===== src/rtl/psk_demod.sv =====
// Coherent BPSK/QPSK symbol demodulator.
// The received I/Q samples are mixed with the recovered carrier, and the
// products are integrated over each symbol. A hard constellation decision is
// made at each symbol dump. Decided symbols leave on an AXI-Stream master
// through a two-entry output buffer whose outputs are all registered.
module psk_demod #(
  parameter int WIDTH = 12,
  parameter int BYTES = 1
) (
  input  logic                    clk_16M384,
  input  logic                    rst_16M384,
  input  logic signed [WIDTH-1:0] rx_I,
  input  logic signed [WIDTH-1:0] rx_Q,
  input  logic                    rx_vld,
  input  logic                    rx_last,
  input  logic                    rx_is_bpsk,
  input  logic signed [WIDTH-1:0] carrier_I,
  input  logic signed [WIDTH-1:0] carrier_Q,
  input  logic [3:0]              DUMP_CNT,
  output logic [BYTES*8-1:0]      m_tdata,
  output logic                    m_tvalid,
  input  logic                    m_tready,
  output logic                    m_tlast,
  output logic                    m_tuser,
  output logic                    overflow,
  output logic                    sym_clk_1M024
);

  localparam int PW = 2 * WIDTH;   // product width
  localparam int DW = PW + 1;      // mixed-term width
  localparam int AW = PW + 5;      // accumulator width
  localparam int OW = BYTES * 8;   // stream data width

  logic [3:0]           cnt;
  logic signed [PW-1:0] p0, p1, p2, p3;
  logic                 dump1, vld1, last1, bpsk1;
  logic signed [AW-1:0] acc_d, acc_e, sym_d, sym_e;
  logic                 sym_push, sym_last, sym_bpsk;
  logic                 dec_push, dec_last, dec_bpsk;
  logic [1:0]           dec_bits;
  logic                 out_valid, out_last, out_user;
  logic [1:0]           out_bits;
  logic                 buf_valid, buf_last, buf_user;
  logic [1:0]           buf_bits;
  logic                 ovf;
  logic                 pop;
  logic signed [DW-1:0] d_term, e_term;
  logic signed [AW-1:0] acc_d_next, acc_e_next;

  // Sign-extend a sample to product width so the multiply keeps full precision.
  function automatic logic signed [PW-1:0] sext_w(input logic signed [WIDTH-1:0] x);
    return {{WIDTH{x[WIDTH-1]}}, x};
  endfunction

  // Hard decision: QPSK picks the dominant axis, BPSK only looks at the I sign.
  function automatic logic [1:0] decide(input logic signed [AW-1:0] sd,
                                        input logic signed [AW-1:0] se,
                                        input logic bpsk);
    logic [AW-1:0] ad;
    logic [AW-1:0] ae;
    ad = sd[AW-1] ? -sd : sd;
    ae = se[AW-1] ? -se : se;
    if (bpsk) begin
      decide = {sd[AW-1], 1'b0};
    end else if (ad >= ae) begin
      decide = sd[AW-1] ? 2'b11 : 2'b00;
    end else begin
      decide = (!se[AW-1] && (se != {AW{1'b0}})) ? 2'b10 : 2'b01;
    end
  endfunction

  // Free-running symbol phase counter.
  always_ff @(posedge clk_16M384) begin
    if (!rst_16M384) begin
      cnt <= 4'd0;
    end else begin
      cnt <= cnt + 4'd1;
    end
  end

  // Stage 1: register the four mixer products and the per-sample flags.
  always_ff @(posedge clk_16M384) begin
    if (!rst_16M384) begin
      p0    <= {PW{1'b0}};
      p1    <= {PW{1'b0}};
      p2    <= {PW{1'b0}};
      p3    <= {PW{1'b0}};
      dump1 <= 1'b0;
      vld1  <= 1'b0;
      last1 <= 1'b0;
      bpsk1 <= 1'b0;
    end else begin
      if (rx_vld) begin
        p0 <= sext_w(rx_I) * sext_w(carrier_I);
        p1 <= sext_w(rx_Q) * sext_w(carrier_Q);
        p2 <= sext_w(rx_I) * sext_w(carrier_Q);
        p3 <= sext_w(rx_Q) * sext_w(carrier_I);
      end else begin
        p0 <= {PW{1'b0}};
        p1 <= {PW{1'b0}};
        p2 <= {PW{1'b0}};
        p3 <= {PW{1'b0}};
      end
      dump1 <= (cnt == DUMP_CNT);
      vld1  <= rx_vld;
      last1 <= rx_last;
      bpsk1 <= rx_is_bpsk;
    end
  end

  // Combine products into the in-phase (D) and quadrature (E) terms and form the running sums.
  always_comb begin
    d_term     = {p0[PW-1], p0} + {p1[PW-1], p1};
    e_term     = {p2[PW-1], p2} - {p3[PW-1], p3};
    acc_d_next = acc_d + {{(AW-DW){d_term[DW-1]}}, d_term};
    acc_e_next = acc_e + {{(AW-DW){e_term[DW-1]}}, e_term};
  end

  // Stage 2: integrate and dump; the dump sample's term lands in the held symbol.
  always_ff @(posedge clk_16M384) begin
    if (!rst_16M384) begin
      acc_d    <= {AW{1'b0}};
      acc_e    <= {AW{1'b0}};
      sym_d    <= {AW{1'b0}};
      sym_e    <= {AW{1'b0}};
      sym_push <= 1'b0;
      sym_last <= 1'b0;
      sym_bpsk <= 1'b0;
    end else begin
      if (dump1) begin
        acc_d    <= {AW{1'b0}};
        acc_e    <= {AW{1'b0}};
        sym_d    <= acc_d_next;
        sym_e    <= acc_e_next;
        sym_last <= last1;
        sym_bpsk <= bpsk1;
      end else begin
        acc_d <= acc_d_next;
        acc_e <= acc_e_next;
      end
      sym_push <= dump1 & vld1;
    end
  end

  // Stage 3: register the constellation decision together with its side-band bits.
  always_ff @(posedge clk_16M384) begin
    if (!rst_16M384) begin
      dec_push <= 1'b0;
      dec_bits <= 2'b00;
      dec_last <= 1'b0;
      dec_bpsk <= 1'b0;
    end else begin
      dec_push <= sym_push;
      dec_bits <= decide(sym_d, sym_e, sym_bpsk);
      dec_last <= sym_last;
      dec_bpsk <= sym_bpsk;
    end
  end

  assign pop = out_valid & m_tready;

  // Two-entry output buffer: a head register that drives the stream and a spare behind it.
  always_ff @(posedge clk_16M384) begin
    if (!rst_16M384) begin
      out_valid <= 1'b0;
      out_bits  <= 2'b00;
      out_last  <= 1'b0;
      out_user  <= 1'b0;
      buf_valid <= 1'b0;
      buf_bits  <= 2'b00;
      buf_last  <= 1'b0;
      buf_user  <= 1'b0;
      ovf       <= 1'b0;
    end else if (pop) begin
      if (buf_valid) begin
        out_bits <= buf_bits;
        out_last <= buf_last;
        out_user <= buf_user;
        if (dec_push) begin
          buf_bits <= dec_bits;
          buf_last <= dec_last;
          buf_user <= dec_bpsk;
        end else begin
          buf_valid <= 1'b0;
        end
      end else if (dec_push) begin
        out_bits <= dec_bits;
        out_last <= dec_last;
        out_user <= dec_bpsk;
      end else begin
        out_valid <= 1'b0;
      end
    end else if (dec_push) begin
      if (!out_valid) begin
        out_valid <= 1'b1;
        out_bits  <= dec_bits;
        out_last  <= dec_last;
        out_user  <= dec_bpsk;
      end else if (!buf_valid) begin
        buf_valid <= 1'b1;
        buf_bits  <= dec_bits;
        buf_last  <= dec_last;
        buf_user  <= dec_bpsk;
      end else begin
        ovf <= 1'b1;
      end
    end
  end

  assign m_tdata       = {{(OW-2){1'b0}}, out_bits};
  assign m_tvalid      = out_valid;
  assign m_tlast       = out_last;
  assign m_tuser       = out_user;
  assign overflow      = ovf;
  assign sym_clk_1M024 = cnt[3];

endmodule


===== config.mk =====
export PLATFORM = sky130hd
export DESIGN_NAME = psk_demod
export DESIGN_NICKNAME = d
export VERILOG_FILES = /design/src/rtl/psk_demod.sv
export SDC_FILE = /design/constraint.sdc
export NUM_CORES = 2
export LEC_CHECK = 0
export CORE_UTILIZATION = 59
export CTS_CLUSTER_SIZE = 24
export DETAILED_ROUTE_END_ITERATION = 10
export PLACE_DENSITY = 0.79
export SLEW_MARGIN = 20
export SYNTH_ARGS = -nofsm -noshare
export SYNTH_HDL_FRONTEND = slang
export SYNTH_SLANG_ARGS = --single-unit

===== constraint.sdc =====
create_clock -name clk_16M384 -period 6.35 [get_ports clk_16M384]
set_clock_uncertainty 0.1 [all_clocks]
set_input_delay 1.27 -clock clk_16M384 [delete_from_list [all_inputs] [get_ports clk_16M384]]
set_output_delay 1.27 -clock clk_16M384 [all_outputs]
set_load 0.03 [all_outputs]

* After elaboration in Yosys (flattened, before gate mapping)
Cells that the tools add are included.
** Storage, ports and cells
- Register bits after elaboration :: 239
- Output and inout port bits :: 13
- Input port bits :: 58
- Word-level logic and storage cells :: 112
** Cells by class
- Reductions and logical operators :: 14
- Muxes and demuxes :: 45
- Order comparisons :: 1
- Bitwise logic cells :: 4
- Add/subtract/negate cells :: 7
- Eq/ne operators :: 7
- Multipliers :: 4
** Operators with widths (count)
- $mul A12 B12 Y24 :: 4
- $add A29 B29 Y29 :: 2
- $mux W29 :: 2
- $neg A29 Y29 :: 2
- $ge A29 B29 Y1 :: 1
- $mux W1 :: 29
- $reduce_bool A29 Y1 :: 1
- $mux W2 :: 14
- $add A24 B24 Y25 :: 1
- $sub A24 B24 Y25 :: 1
- $ne A2 B2 Y1 const B :: 4
- $reduce_and A3 Y1 :: 2
- $reduce_bool A2 Y1 :: 3
- $reduce_and A5 Y1 :: 1
- $add A4 B1 Y4 const B :: 1
- $eq A4 B4 Y1 :: 1
- $ne A2 B1 Y1 const B :: 2
- $reduce_and A2 Y1 :: 2
- $reduce_and A4 Y1 :: 1
- $reduce_or A2 Y1 :: 2
- $and A1 B1 Y1 :: 2
- $not A1 Y1 :: 2
- $logic_and A1 B1 Y1 :: 1
- $logic_not A1 Y1 :: 1

* Longest topological paths before layout
- Word-level depth :: 5
- Gate-level depth with buffers :: 22
- Depth with buffers taken out :: 22

* Worst setup path before layout
Ideal clock, no wire load.
- Kind :: input -> register
- Start point :: in carrier_I[3]
- End point :: reg p0[22]
- Required time :: 6122 ps
- Stages :: 19
- Arrival time :: 6119 ps
- Slack :: 3 ps
- Buffers on the path :: 1
- Setup time :: 128 ps
- Cell sequence :: clkbuf_1 > nand2_1 > fa_1 > fa_1 > fa_1 > inv_1 > fa_1 > inv_1 > fa_1 > inv_1 > ha_1 > o21a_1 > a2111oi_0 > o31ai_1 > a221o_1 > o21a_1 > o21ai_0 > xor2_1 > nor2_1
** Between the ends
- Word-level cells in the longest chain between the ends :: 1
** Ends and longest elaborated chain
- from (decl) :: RTL line 17 : input logic signed [WIDTH-1:0] carrier_I,
- $mul A12 B12 Y24 :: RTL line 94 : p0 <= sext_w(rx_I) * sext_w(carrier_I);
- to (signal assigned) :: RTL line 84 : p0 <= {PW{1'b0}};
- to (signal assigned) :: RTL line 94
- to (signal assigned) :: RTL line 99 : p0 <= {PW{1'b0}};
- to (decl) :: RTL line 35 : logic signed [PW-1:0] p0, p1, p2, p3;
No other way between the ends.
A chain may end at the register's enable or synchronous reset.

* Worst setup path in the final report
- Start point :: in rx_Q[5]
- End point :: reg p3[23]
** Between the ends
- Word-level cells in the longest chain between the ends :: 1
** Ends and longest elaborated chain
- from (decl) :: RTL line 13 : input logic signed [WIDTH-1:0] rx_Q,
- $mul A12 B12 Y24 :: RTL line 97 : p3 <= sext_w(rx_Q) * sext_w(carrier_I);
- to (signal assigned) :: RTL line 87 : p3 <= {PW{1'b0}};
- to (signal assigned) :: RTL line 97
- to (signal assigned) :: RTL line 102 : p3 <= {PW{1'b0}};
- to (decl) :: RTL line 35
No other way between the ends.

==> impl_metrics.json <==
{
  "status": "finished with violations",
  "violations": "DRC",
  "drive_gt1_share_pct": 11.2,
  "clk_path_buf_depth": 3,
  "grt_pass1_wl_um": 147000,
  "cts_tree": "built",
  "powerDensity_nw_per_um2": 597,
  "post-route-period-util_pct": 98.0,
  "cts_root_buf": "clkbuf_16",
  "rr_worst_depth": 21,
  "core-area_um2": 59200,
  "gp_congestion": 0.984,
  "worstPathCellList": "clkdlybuf4s50_1 > buf_12 > buf_4 > and2_1 > fa_1 > fa_1 > fa_1 > fa_1 > inv_1 > fa_1 > inv_1 > ha_1 > a21o_1 > a21o_1 > a21o_1 > a21oi_1 > o211a_1 > nor3_2 > a31oi_1 > xnor2_1 > nor2_1",
  "clk_pin_slew_ns": 0.06,
  "synthTopCellsByArea": "fa_1, dfxtp_1, ha_1",
  "tightestPinTransition_ns": 1.08,
  "synth_top_area_share_pct": 31.4,
  "std_cell_rows": 89,
  "synth-edff-count": 0,
  "synthArstFlopShare_pct": 0,
  "antenna_found_initial": 4,
  "dieArea_um2": 61100,
  "cp_common_cell": "fa_1",
  "hpwl_um": 73400,
  "critPathLaunchType": "primary input",
  "ioPinCount": 71,
  "grt-ovfl-total": 0,
  "hold_viol": 0,
  "io_buffer_count": 64,
  "seq_area_frac_synth_pct": 13.5,
  "die_h_um": 247,
  "utilization_pct": 69.3,
  "syn_inst": 4090,
  "cp_data_required_time_ns": 6.70,
  "synth_commonest_cells": "inv_1, fa_1, nand2_1, ha_1, dfxtp_1",
  "hold_path_class": "flop to flop",
  "grt_max_degree": 71,
  "worstPathArrival_ns": 6.57,
  "h-tree-depth": 1,
  "ys_types": 73,
  "setup_tns_ns": 0,
  "grt_pass1_vias": 29900,
  "dp.cells": 5155,
  "fillers": 4530,
  "clk_latency_ns": 0.58,
  "syn_area_per_cell_um2": 8.67,
  "max_freq_mhz": 161,
  "slew_headroom_pct": 27.1,
  "wl_per_cell_um": 17.3,
  "path_depth": 21,
  "holdPathStages": 1,
  "slew_violations": 0,
  "dr.pass1.iters": 8,
  "via_count": 28700,
  "crit_path_end_kind": "flop",
  "cts.sinks": 239,
  "grt_usage_pct": 30.2,
  "whs_ns": 0.365,
  "yosys_warnings": 0,
  "finalSetupViolations": 0,
  "crit_family": "adder cells",
  "die_w_um": 247,
  "drc": 34,
  "layout.cells.non_filler": 5213,
  "area_growth_pct": 15.7,
  "cp_max_fo": 18,
  "vdd_drop_max_uv": 559,
  "critPathBufInv": 5,
  "nets": 5373,
  "yosysMostFrequentCell": "inv_1",
  "wl_um": 90000,
  "criticalPathCategory": "primary input to flop",
  "cts-buffers-inserted": 27,
  "drtAntennaViolNets": 0,
  "initial_core_util_pct": 59.9,
  "viasPerCell": 5.51,
  "slowest_delay_ns": 0.56,
  "syn_area_um2": 35500,
  "synth-seq-cells": 239,
  "ys.flop_type": "dfxtp_1",
  "leakagePower_nw": 20.7,
  "cp_slowest_cell": "fa_1",
  "drv_cap": 0,
  "synth_top_area_cell": "fa_1",
  "min_period_ns": 6.22,
  "drt_iter0_drc": 1705
}
## logic make-up (layout without fill, tap and decap cells)
| logic type | Yosys count | in the layout | share of synthesized area (%) |
|---|---|---|---|
| other | 1 | 8 | 0.0106 |
| AO/OA/AOI/OAI | 531 | 531 | 9.85 |
| buffers and inverters | 924 | 1267 | 9.85 |
| flip-flops | 239 | 239 | 13.5 |
| adder cells (fa/ha/maj) | 897 | 897 | 43.4 |
| XOR/XNOR | 232 | 232 | 5.73 |
| multiplexers | 41 | 41 | 1.18 |
| AND/OR/NAND/NOR | 1225 | 1225 | 16.5 |
## final cells by class
cell class | count | area [µm²] | share of cell area [%]
sequential | 239 | 4790 | 11.7
timing repair buffer | 451 | 4080 | 9.95
multi-input combinational | 2932 | 27400 | 66.8
clock buffer | 31 | 721 | 1.76
inverter | 767 | 2880 | 7.02
tap | 773 | 967 | 2.36
antenna | 2 | 5.00 | 0.0122
clock inverter | 18 | 191 | 0.467
## power by group
| part | switching, mW | internal [mW] |
|---|---|---|
| clock network | 0.702 | 0.908 |
| registers | 0.151 | 1.87 |
| logic | 11.0 | 9.85 |
| total | 11.9 | 12.6 |
## layout by cell type, fill, tap and decap left out, types with 12 or more instances in the layout
cell type        synthesis  layout
inv_1                  765     765
fa_1                   556     553
nand2_1                489     487
buf_4                    6     345
ha_1                   341     336
dfxtp_1                239     238
nor2_1                 231     229
and2_1                 202     202
xnor2_1                163     163
a21oi_1                132     124
o21ai_0                118     106
a21o_1                  69      69
xor2_1                  69      69
nor2b_1                 55      55
clkdlybuf4s50_1          0      54
nand2b_1                46      46
and3_1                  42      42
nor3_1                  43      39
buf_12                   0      39
nand3_1                 37      36
o21a_1                  34      34
mux2i_1                 34      34
clkbuf_16                0      29
o31ai_1                 23      23
o21bai_1                22      22
or3_1                   21      21
nand4_1                 14      14
a211oi_1                14      14
o211ai_1                12      12
a31oi_1                 15      12
o211a_1                 12      12
## layer usage
metal | vias to the layer above | routed length (µm) | global-route usage (%)
li1 | 13500 | - | -
met1 | 14000 | 36100 | 37.6
met2 | 980 | 43400 | 52.0
met3 | 225 | 6910 | 5.32
met4 | 2 | 3590 | 11.8
met5 | - | 7 | 0
## path summary, 6_finish.rpt
path | from | end | slack (ns)
worst max-delay path | rx_Q[5] | p3[23]$_SDFF_PN0_ | 0.13
worst min register to register | sym_last$_SDFFE_PN0P_ | dec_last$_SDFF_PN0_ | 0.37
worst max register to register | p2[0]$_SDFF_PN0_ | sym_e[26]$_SDFFE_PN0P_ | 1.17
worst min-delay path | sym_last$_SDFFE_PN0P_ | dec_last$_SDFF_PN0_ | 0.37
## sequential cells by signal, indices dropped and copies added, names as in the netlist, 2 cells and up
name      flops
acc_d        29
acc_e        29
sym_d        29
sym_e        29
p0           24
p1           24
p2           24
p3           24
cnt           4
buf_bits      2
dec_bits      2
out_bits      2
## stage by stage
stage	power [mW]	area, µm²	setup slack (ns)
2_1_floorplan	14.9	35500	0.00311
6_report	24.5	41000	0.127
5_1_grt	27.0	41000	-0.0319
4_1_cts	23.8	40700	0.0366
3_3_place_gp	21.5	39800	-0.589
3_5_place_dp	22.1	39800	-0.726
## what timing repair did
item | CTS | global route
buffers inserted | 0 | 5
pin swaps | 0 | 18
gates resized for setup | 8 | 60
cloned | 0 | 2
hold buffers | 0 | 0
endpoints found under the hold margin | 0 | 0
endpoints found under the setup margin | 7 | 27
Power figures use the tool's default switching activity.
